==> src/rtl/seg7_digit_counter_pkg.sv <==
// seg7_pkg: digit/segment widths, glyph table and encoder.
// SEG_HEX_EN selects a hexadecimal (0..F) digit range instead of 0..9.
package seg7_pkg;

    localparam int DIGIT_W = 4;
    localparam int SEG_W   = 7;

`ifdef SEG_HEX_EN
    localparam logic [DIGIT_W-1:0] DIGIT_MAX = 4'd15;
`else
    localparam logic [DIGIT_W-1:0] DIGIT_MAX = 4'd9;
`endif

    // bit0 = a ... bit6 = g, active high
    localparam logic [SEG_W-1:0] SEG_GLYPH [16] = '{
        7'h3F, 7'h06, 7'h5B, 7'h4F,
        7'h66, 7'h6D, 7'h7D, 7'h07,
        7'h7F, 7'h6F, 7'h77, 7'h7C,
        7'h39, 7'h5E, 7'h79, 7'h71
    };

    function automatic logic [SEG_W-1:0] seg7_encode(
        input logic [DIGIT_W-1:0] d
    );
        return SEG_GLYPH[d];
    endfunction

endpackage

==> src/rtl/seg7_digit_counter_if.sv <==
// Control/status bundle between the board logic and the digit counter.
// master drives buttons and modes; slave (the counter) drives the display.
interface seg7_digit_counter_if;
    import seg7_pkg::*;

    logic               ena;
    logic               mode_auto;
    logic               btn_up;
    logic               btn_down;
    logic               clear;
    logic [DIGIT_W-1:0] digit;
    logic [SEG_W-1:0]   segments;
    logic               dp;

    modport master (
        output ena, mode_auto, btn_up, btn_down, clear,
        input  digit, segments, dp
    );

    modport slave (
        input  ena, mode_auto, btn_up, btn_down, clear,
        output digit, segments, dp
    );

endinterface

==> src/rtl/seg7_digit_counter_btn_debounce.sv <==
// Button path: 2-flop synchronizer, counting debouncer, rising-edge pulse.
// The synchronizer always runs; everything after it freezes when i_ena is low.
module btn_debounce #(
    parameter int DEB_CYCLES = 16
) (
    input  logic clk,
    input  logic rst_n,
    input  logic i_ena,
    input  logic i_btn,
    output logic o_pulse
);

    localparam int CW = (DEB_CYCLES > 2) ? $clog2(DEB_CYCLES) : 1;
    localparam logic [CW-1:0] CNT_FLIP = CW'(DEB_CYCLES - 2);

    logic          r_s1;
    logic          r_s2;
    logic          r_state;
    logic          r_state_d;
    logic [CW-1:0] r_cnt;
    logic          w_diff;

    assign w_diff  = r_s2 ^ r_state;
    assign o_pulse = r_state & ~r_state_d;

    always_ff @(posedge clk or negedge rst_n) begin
        if (!rst_n) begin
            r_s1 <= 1'b0;
            r_s2 <= 1'b0;
        end else begin
            r_s1 <= i_btn;
            r_s2 <= r_s1;
        end
    end

    // flip on the sample that brings the run of differing samples to DEB_CYCLES-1
    always_ff @(posedge clk or negedge rst_n) begin
        if (!rst_n) begin
            r_state   <= 1'b0;
            r_state_d <= 1'b0;
            r_cnt     <= '0;
        end else if (i_ena) begin
            r_state_d <= r_state;
            if (!w_diff) begin
                r_cnt <= '0;
            end else if (r_cnt == CNT_FLIP) begin
                r_state <= ~r_state;
                r_cnt   <= '0;
            end else begin
                r_cnt <= r_cnt + 1'b1;
            end
        end
    end

endmodule

==> src/rtl/seg7_digit_counter.sv <==
// Single-digit up/down/auto counter with registered 7-segment output.
// Build with SEG_HEX_EN defined for a 0..F range; default is 0..9.
module seg7_digit_counter
    import seg7_pkg::*;
#(
    parameter logic [23:0] DIV_MAX    = 24'd9_999_999,
    parameter int          DIV_W      = 24,
    parameter int          DEB_CYCLES = 16
) (
    input logic                 clk,
    input logic                 rst_n,
    seg7_digit_counter_if.slave bus
);

    localparam logic [DIV_W-1:0] DIV_TC = DIV_W'(DIV_MAX);

    logic [DIV_W-1:0]   r_div;
    logic [DIGIT_W-1:0] r_digit;
    logic [SEG_W-1:0]   r_seg;
    logic               r_dp;

    logic w_up_pulse;
    logic w_down_pulse;
    logic w_tick;
    logic w_inc;
    logic w_dec;

    btn_debounce #(.DEB_CYCLES(DEB_CYCLES)) u_deb_up (
        .clk     (clk),
        .rst_n   (rst_n),
        .i_ena   (bus.ena),
        .i_btn   (bus.btn_up),
        .o_pulse (w_up_pulse)
    );

    btn_debounce #(.DEB_CYCLES(DEB_CYCLES)) u_deb_down (
        .clk     (clk),
        .rst_n   (rst_n),
        .i_ena   (bus.ena),
        .i_btn   (bus.btn_down),
        .o_pulse (w_down_pulse)
    );

    assign w_tick = (r_div == DIV_TC);
    assign w_inc  = w_up_pulse | (bus.mode_auto & w_tick);
    assign w_dec  = w_down_pulse;

    always_ff @(posedge clk or negedge rst_n) begin
        if (!rst_n) begin
            r_div <= '0;
            r_dp  <= 1'b0;
        end else if (bus.ena) begin
            r_div <= w_tick ? '0 : r_div + 1'b1;
            if (w_tick) begin
                r_dp <= ~r_dp;
            end
        end
    end

    always_ff @(posedge clk or negedge rst_n) begin
        if (!rst_n) begin
            r_digit <= '0;
        end else if (bus.ena) begin
            if (bus.clear) begin
                r_digit <= '0;
            end else if (w_inc && w_dec) begin
                r_digit <= r_digit;
            end else if (w_inc) begin
                r_digit <= (r_digit == DIGIT_MAX) ? '0 : r_digit + 4'd1;
            end else if (w_dec) begin
                r_digit <= (r_digit == '0) ? DIGIT_MAX : r_digit - 4'd1;
            end
        end
    end

    always_ff @(posedge clk or negedge rst_n) begin
        if (!rst_n) begin
            r_seg <= 7'h3F;
        end else if (bus.ena) begin
            r_seg <= seg7_encode(r_digit);
        end
    end

    assign bus.digit    = r_digit;
    assign bus.segments = r_seg;
    assign bus.dp       = r_dp;

endmodule

==> src/flat_wrapper.sv <==
// flat-port wrapper written by rule: the top's interface ports become plain ports
module seg7_digit_counter_flat import seg7_pkg::*;
#(
    parameter logic [23:0] DIV_MAX    = 24'd9_999_999,
    parameter int          DIV_W      = 24,
    parameter int          DEB_CYCLES = 16
)
  (clk, rst_n, bus_ena, bus_mode_auto, bus_btn_up, bus_btn_down, bus_clear, bus_digit, bus_segments, bus_dp);
  seg7_digit_counter_if bus_i ();
  input logic clk;
  input logic rst_n;
  input wire logic [$bits(bus_i.ena)-1:0] bus_ena;
  input wire logic [$bits(bus_i.mode_auto)-1:0] bus_mode_auto;
  input wire logic [$bits(bus_i.btn_up)-1:0] bus_btn_up;
  input wire logic [$bits(bus_i.btn_down)-1:0] bus_btn_down;
  input wire logic [$bits(bus_i.clear)-1:0] bus_clear;
  output wire logic [$bits(bus_i.digit)-1:0] bus_digit;
  output wire logic [$bits(bus_i.segments)-1:0] bus_segments;
  output wire logic [$bits(bus_i.dp)-1:0] bus_dp;
  assign bus_i.ena = bus_ena;
  assign bus_i.mode_auto = bus_mode_auto;
  assign bus_i.btn_up = bus_btn_up;
  assign bus_i.btn_down = bus_btn_down;
  assign bus_i.clear = bus_clear;
  assign bus_digit = bus_i.digit;
  assign bus_segments = bus_i.segments;
  assign bus_dp = bus_i.dp;
  seg7_digit_counter #(.DIV_MAX(DIV_MAX), .DIV_W(DIV_W), .DEB_CYCLES(DEB_CYCLES)) u_core (.clk(clk), .rst_n(rst_n), .bus(bus_i));
endmodule
==> config.mk <==
export PLATFORM = sky130hd
export DESIGN_NAME = seg7_digit_counter_flat
export DESIGN_NICKNAME = d
export VERILOG_FILES = /design/src/rtl/seg7_digit_counter_pkg.sv /design/src/rtl/seg7_digit_counter_if.sv /design/src/rtl/seg7_digit_counter_btn_debounce.sv /design/src/rtl/seg7_digit_counter.sv /design/src/flat_wrapper.sv
export SDC_FILE = /design/constraint.sdc
export NUM_CORES = 1
export LEC_CHECK = 0
export ABC_AREA = 1
export CELL_PAD_IN_SITES_DETAIL_PLACEMENT = 1
export CELL_PAD_IN_SITES_GLOBAL_PLACEMENT = 1
export CORE_MARGIN = 4
export CORE_UTILIZATION = 48
export DETAILED_ROUTE_END_ITERATION = 7
export PLACE_DENSITY_LB_ADDON = 0.1
export SETUP_SLACK_MARGIN = 0.1
export SLEW_MARGIN = 20
export SYNTH_ARGS = -nofsm -noshare
export SYNTH_HDL_FRONTEND = slang
export SYNTH_SLANG_ARGS = --single-unit
==> constraint.sdc <==
create_clock -name clk -period 3.2 [get_ports clk]
set_clock_uncertainty 0.2 [all_clocks]
set_input_delay 0.64 -clock clk [delete_from_list [all_inputs] [get_ports clk]]
set_output_delay 0.64 -clock clk [all_outputs]
set_load 0.05 [all_outputs]
## Word level (Yosys, flattened, before mapping)

Memories as Yosys holds them, arrays and structs flattened. A register that Yosys moved wholly into a read port is not among the register bits.
Cells that the tools add are included.

- Bitwise gates (word level): 12
- Equal/unequal tests: 5
- Add/subtract/negate cells: 5
- Muxes and demuxes: 11
- Reduce and logical (&&, ||, !) cells: 8

Operator list:

| cell | number |
|---|---|
| 2-to-1 mux 4 bit | 10 |
| adder 24 x 1 -> 24 bit, second input constant | 1 |
| == test 24 bit, second input constant | 1 |
| 2-to-1 mux 24 bit | 1 |
| adder 4 x 1 -> 4 bit, second input constant | 3 |
| == test 4 bit, second input constant | 3 |
| AND reduction 3 bit | 3 |
| NOT 1 bit | 5 |
| NOT 4 -> 5 bit | 1 |
| zero test 4 bit | 1 |
| subtractor 4 x 1 -> 4 bit, second input constant | 1 |
| bitwise AND 1 bit | 3 |
| nonzero test 3 bit | 1 |
| != test 2 bit, second input constant | 1 |
| AND reduction 2 bit | 1 |
| XOR 1 bit | 2 |
| logical AND 1 bit | 1 |
| zero test 1 bit | 1 |
| OR 1 bit | 1 |

- Memories kept: 1
- Flip-flop bits (word level): 45
- Output and inout port bits: 12
- Bits in read-only memories: 112

Memories:

| memory | words | width | rd ports | clocked after Yosys merged registers in | write ports | line | source |
|---|---|---|---|---|---|---|---|
| (no name shown) | 16 | 7 | 1 | 1 | 0 | seg7_digit_counter_pkg.sv:25 | `return SEG_GLYPH[d];` |

## Depth between registers and ports, before layout

- Word-level depth: 6
- Depth in mapped cells: 12
- Mapped depth without buffers: 12

## Hierarchy

From an unflattened synthesis, not the netlist that was laid out.

- Cells, all modules: 432
- Area total of the unflattened synthesis: 3241.9 um^2

Modules (own cells, without submodules):

| module | times used | cells each | seq. area each (um^2) | area an instance (um^2) |
|---|---|---|---|---|
| seg7_digit_counter | 1 | 330 | 908.4 | 2451.1 |
| btn_debounce | 2 | 51 | 200.2 | 395.4 |

## Worst setup path after synthesis

OpenSTA, ideal clock, no wires.

- Path kind: register to register
- Start: register u_core.r_digit[0], in the netlist u_core.bus.digit[0]
- End: register u_core.r_digit[2], in the netlist u_core.bus.digit[2]
- Data arrival time: 1779 ps
- Period minus slack after synthesis: 2096 ps
- Setup slack: 1104 ps
- Cell stages (with the launch flop): 10
- Cells stage by stage: dfrtp_1 > inv_1 > ha_1 > ha_1 > nand2_1 > nand3_1 > nand2_1 > nor2_1 > nand3_1 > nand2_1

- Cells in the longest elaborated chain, start to end: 6
- Elaborated cells between the ends (all ways): 10
- Classes of those cells: add/sub (2); eq/ne (1); mux (6); reduce/logical (1)

RTL lines:

| what | line | source |
|---|---|---|
| from (decl) | seg7_digit_counter.sv:18 | `logic [DIGIT_W-1:0] r_digit;` |
| from (signal assigned) | seg7_digit_counter.sv:67 | `r_digit <= r_digit;` |
| from (signal assigned) | seg7_digit_counter.sv:69 | `r_digit <= (r_digit == DIGIT_MAX) ? '0 : r_digit + 4'd1;` |
| from (signal assigned) | seg7_digit_counter.sv:71 | `r_digit <= (r_digit == '0) ? DIGIT_MAX : r_digit - 4'd1;` |
| subtractor 4 x 1 -> 4 bit / zero test 4 bit (equally long branches) | seg7_digit_counter.sv:71 |  |
| 2-to-1 mux 4 bit | seg7_digit_counter.sv:71 |  |
| 2-to-1 mux 4 bit | seg7_digit_counter.sv:70 | `end else if (w_dec) begin` |
| 2-to-1 mux 4 bit * | seg7_digit_counter.sv:68 | `end else if (w_inc) begin` |
| 2-to-1 mux 4 bit * | seg7_digit_counter.sv:66 | `end else if (w_inc && w_dec) begin` |
| 2-to-1 mux 4 bit * | seg7_digit_counter.sv:64 | `if (bus.clear) begin` |

Every way passes the cells marked *; elsewhere a longest branch is shown, timed or not. The select of a mux whose other input is x is not followed.
A chain may end at the register's enable or synchronous reset.

## Final worst setup path

- Start: register u_core.r_digit[2], in the netlist u_core.bus.digit[2]
- End: output port bus_digit[2]

RTL lines:

| what | line | source |
|---|---|---|
| to (decl) | flat_wrapper.sv:17 | `output wire logic [$bits(bus_i.digit)-1:0] bus_digit;` |

No word-level cell between the ends.

==> results.sh <==
export IMPL_dp_hpwl_um=5780
export IMPL_cp_data_arrival_time_ps=1800
export IMPL_rr_endpoint="u_core.bus.digit[0]"
export IMPL_ios=19
export IMPL_power_density_nw_per_um2=652
export IMPL_switching_share_pct=39.3
export IMPL_r2r_slack_ps=1120
export IMPL_cpPeakStageDelay_ps=890
export IMPL_slowest_stage="clkdlybuf4s50_1"
export IMPL_slew_violations=0
export IMPL_period_share_pct=82.3
export IMPL_drt_initial_drc_count=97
export IMPL_tightest_slew_ps=812
export IMPL_wirelength_um=7590
export IMPL_cts_buffers_inserted=5
export IMPL_syn2layout_area_growth_pct=12.4
export IMPL_synth_warnings=0
export IMPL_grt_max_degree=36
export IMPL_num_antenna_cells=0
export IMPL_setup_viol=0
export IMPL_crit_path_start_kind="flip-flop"
export IMPL_rows=29
export IMPL_status="finished, final reports clean"
export IMPL_multi_input_area_um2=1570
export IMPL_seqPwrFrac_pct=41.3
export IMPL_via_per_inst=5.33
export IMPL_hold_viol_final=0
export IMPL_power_share_clock_pct=23.0
export IMPL_path_cells="clkdlybuf4s50_1"
export IMPL_hold_depth=0
export IMPL_setup_tns_ps=0
export IMPL_hold_path_class="reg -> reg"
export IMPL_peakVddDrop_v=0.000525
export IMPL_antenna_found_initial=0
export IMPL_top_usage_layer="met2"
export IMPL_cp_top_family="buffers and inverters"
export IMPL_die_area_um2=7850
export IMPL_maxCapViolCount=0
export IMPL_crit_fanout=11
export IMPL_netlist_area_um2=3120
export IMPL_path_buf_inv=1
export IMPL_gr_total_overflow=0
export IMPL_p_leak_nw=1.67
export IMPL_cts_root_buf="clkbuf_8"
export IMPL_cts_buffer_depth=2
export IMPL_start_util_pct=49.4
export IMPL_clock_fmax_mhz=380
export IMPL_seq_area_frac_synth_pct=42.0
export IMPL_path_class="reg -> out"
export IMPL_postCtsHoldBufs=0
export IMPL_grt_use_total_pct=21.7
export IMPL_synth_seq_cells=52
export IMPL_grt_use_met3_pct=2.70
export IMPL_postCtsSetupBuffers=0
export IMPL_drc_errors=0
export IMPL_min_from="u_core.u_deb_up.r_s1"
export IMPL_rsz0062_at_grt="no"
export IMPL_num_fill_cells=791
export IMPL_clkTransAtPathRegs_ps=90
export IMPL_rr_startpoint="u_core.r_div[1]"
export IMPL_grt_pass1_wl_um=13200
export IMPL_fin_crit_ps=2640
export IMPL_ys_types=40
export IMPL_ff2ff_path_depth=12
export IMPL_ant_nets=0
export IMPL_cts_sinks=52
export IMPL_whs_endpoint="u_core.u_deb_up.r_s2"
export IMPL_gp_congestion=0.871
export IMPL_clock_latency_ps=310
export IMPL_htree_levels=2
export IMPL_seq_area_um2=1310
export IMPL_worstPathRequired_ps=2360
export IMPL_synth_cells=381
export IMPL_p_total_mw=2.28
export IMPL_slew_headroom_pct=45.9
export IMPL_grt_pass1_vias=2732
export IMPL_post_cts_resized=0
export IMPL_path_depth=1
export IMPL_cts_tree="yes"
export IMPL_synth_avg_cell_area_um2=8.18
export IMPL_end_kind="output pin"
export IMPL_die_h_um=88.6
export IMPL_intPower_mw=1.39
export IMPL_port_buffers=18
export IMPL_nNetsFinal=422
export IMPL_fp_dieW_um=88.6
export IMPL_drive_above_1_share_pct=12.7
export IMPL_vias=2554
export IMPL_core_area_um2=6310
export IMPL_combinationalPowerShare_pct=35.7
export IMPL_avgRoutedWirePerCell_um=15.9
export IMPL_drt_first_pass_iters=4
export IMPL_p_sw_mw=0.898
export IMPL_grt_use_met1_pct=28.4
export IMPL_use_met2_pct=36.9
export IMPL_syn_num_nets=401
## cell usage after synthesis
cell type | instances | area, µm²
nand2_1 | 69 | 259
a21oi_1 | 9 | 45.0
a31oi_1 | 3 | 18.8
nor3_1 | 6 | 30.0
o21ai_0 | 20 | 100
nor4_2 | 2 | 25.0
dfstp_2 | 6 | 158
a21boi_0 | 2 | 15.0
inv_1 | 48 | 180
nor3_2 | 2 | 20.0
mux2i_1 | 1 | 10.0
nor4_1 | 8 | 50.1
nand3_1 | 28 | 140
nor2_4 | 5 | 56.3
clkbuf_1 | 2 | 7.51
o31ai_1 | 1 | 7.51
nand4_1 | 9 | 56.3
nor2_2 | 3 | 18.8
and3_1 | 1 | 6.26
o221a_2 | 1 | 11.3
nand3_4 | 2 | 35.0
ha_1 | 13 | 163
nor3b_1 | 3 | 22.5
nand2_4 | 2 | 22.5
nand3_2 | 4 | 40.0
nor2_1 | 42 | 158
dfrtp_1 | 46 | 1150
nand2_2 | 9 | 56.3
xor2_1 | 14 | 123
nand3b_1 | 1 | 7.51
clkinv_1 | 1 | 3.75
o32a_1 | 1 | 10.0
buf_2 | 4 | 20.0
a311oi_1 | 1 | 8.76
xnor2_1 | 4 | 35.0
o21a_1 | 1 | 7.51
inv_2 | 4 | 15.0
buf_4 | 1 | 7.51
a2bb2oi_1 | 1 | 8.76
a21o_1 | 1 | 7.51
## metrics by stage
stage	instance area, µm²	instances	hold slack [ps]	worst slack, ps	utilization, %
floorplan	3120	381	131	1100	-
global placement	3380	472	139	697	53.5
detailed placement	3380	472	137	594	53.5
CTS	3500	479	169	539	55.5
global route	3500	479	175	493	55.5
finish	3500	479	164	565	55.5
## how the worst max path moves through the flow
stage | start | end | slack (ps)
after CTS | u_core.bus.digit[2] | bus_digit[2] | 540
after global placement | bus_ena | u_core.r_div[17] | 700
after floorplan | u_core.bus.digit[0] | u_core.bus.digit[2] | 1100
after global routing | u_core.bus.digit[2] | bus_digit[2] | 490
final | u_core.bus.digit[2] | bus_digit[2] | 560
after detailed placement | bus_ena | u_core.r_div[17] | 590
## flip-flops by register name, summed over array words and instances, names as in the netlist
name,flops
u_core.bus.digit,4
u_core.bus.dp,1
u_core.bus.segments,7
u_core.r_div,24
u_core.u_deb_down.r_cnt,4
u_core.u_deb_down.r_s1,1
u_core.u_deb_down.r_s2,1
u_core.u_deb_down.r_state,1
u_core.u_deb_down.r_state_d,1
u_core.u_deb_up.r_cnt,4
u_core.u_deb_up.r_s1,1
u_core.u_deb_up.r_s2,1
u_core.u_deb_up.r_state,1
u_core.u_deb_up.r_state_d,1
## metal layers
| metal | vias up | routed length [µm] |
|---|---|---|
| met4 | 0 | 157 |
| met1 | 1230 | 3530 |
| met2 | 32 | 3760 |
| met5 | - | 0 |
| li1 | 1278 | - |
| met3 | 14 | 152 |
## layout by cell type, fill, tap and decap left out, types with 2 or more instances in the layout
cell,Yosys,layout
xor2_1,14,14
o21ai_0,20,20
bufinv_16,0,2
xnor2_1,4,4
a31oi_1,3,3
dfstp_2,6,6
nand4_1,9,9
nor2_1,42,42
nand2_2,9,9
ha_1,13,13
nor3_2,2,2
a21oi_1,9,9
nor4_1,8,8
nand2_1,69,69
clkbuf_8,0,5
dfrtp_1,46,46
a21boi_0,2,2
clkdlybuf4s50_1,0,17
nand3_2,4,4
buf_4,1,3
inv_1,48,48
nand3_4,2,2
nor3b_1,3,3
nor2_2,3,3
nor3_1,6,6
inv_2,4,4
nand2_4,2,2
nand3_1,28,28
nor4_2,2,2
nor2_4,5,5
## cells by family (layout without fill, tap and decap cells)
group / count (synthesis) / count (layout) / share of synthesized area (%)
AO/OA/AOI/OAI: 41 / 41 / 7.71
XOR/XNOR: 18 / 18 / 5.06
adder cells (fa/ha/maj): 13 / 13 / 5.22
buffers and inverters: 60 / 81 / 7.51
flip-flops: 52 / 52 / 42.0
multiplexers: 1 / 1 / 0.321
AND/OR/NAND/NOR: 196 / 196 / 32.2
## layout make-up
| type | count | area share, % |
|---|---|---|
| well taps | 77 | 2.75 |
| flip-flops and latches | 52 | 37.3 |
| repair buffers | 21 | 5.64 |
| clock buffers | 5 | 1.96 |
| inverters | 53 | 5.68 |
| clock inverters | 2 | 1.71 |
| multi-input cells | 269 | 44.9 |
## power groups by stage
stage | clock network, mW | logic [mW] | registers [mW]
after floorplan | 0 | 0.410 | 1.11
after detailed placement | 0 | 0.823 | 0.958
after global routing | 0.569 | 0.910 | 0.969
final | 0.525 | 0.816 | 0.943
after CTS | 0.542 | 0.827 | 0.946
after global placement | 0 | 0.803 | 0.954
Note: power is estimated with default switching activity, not from simulation.
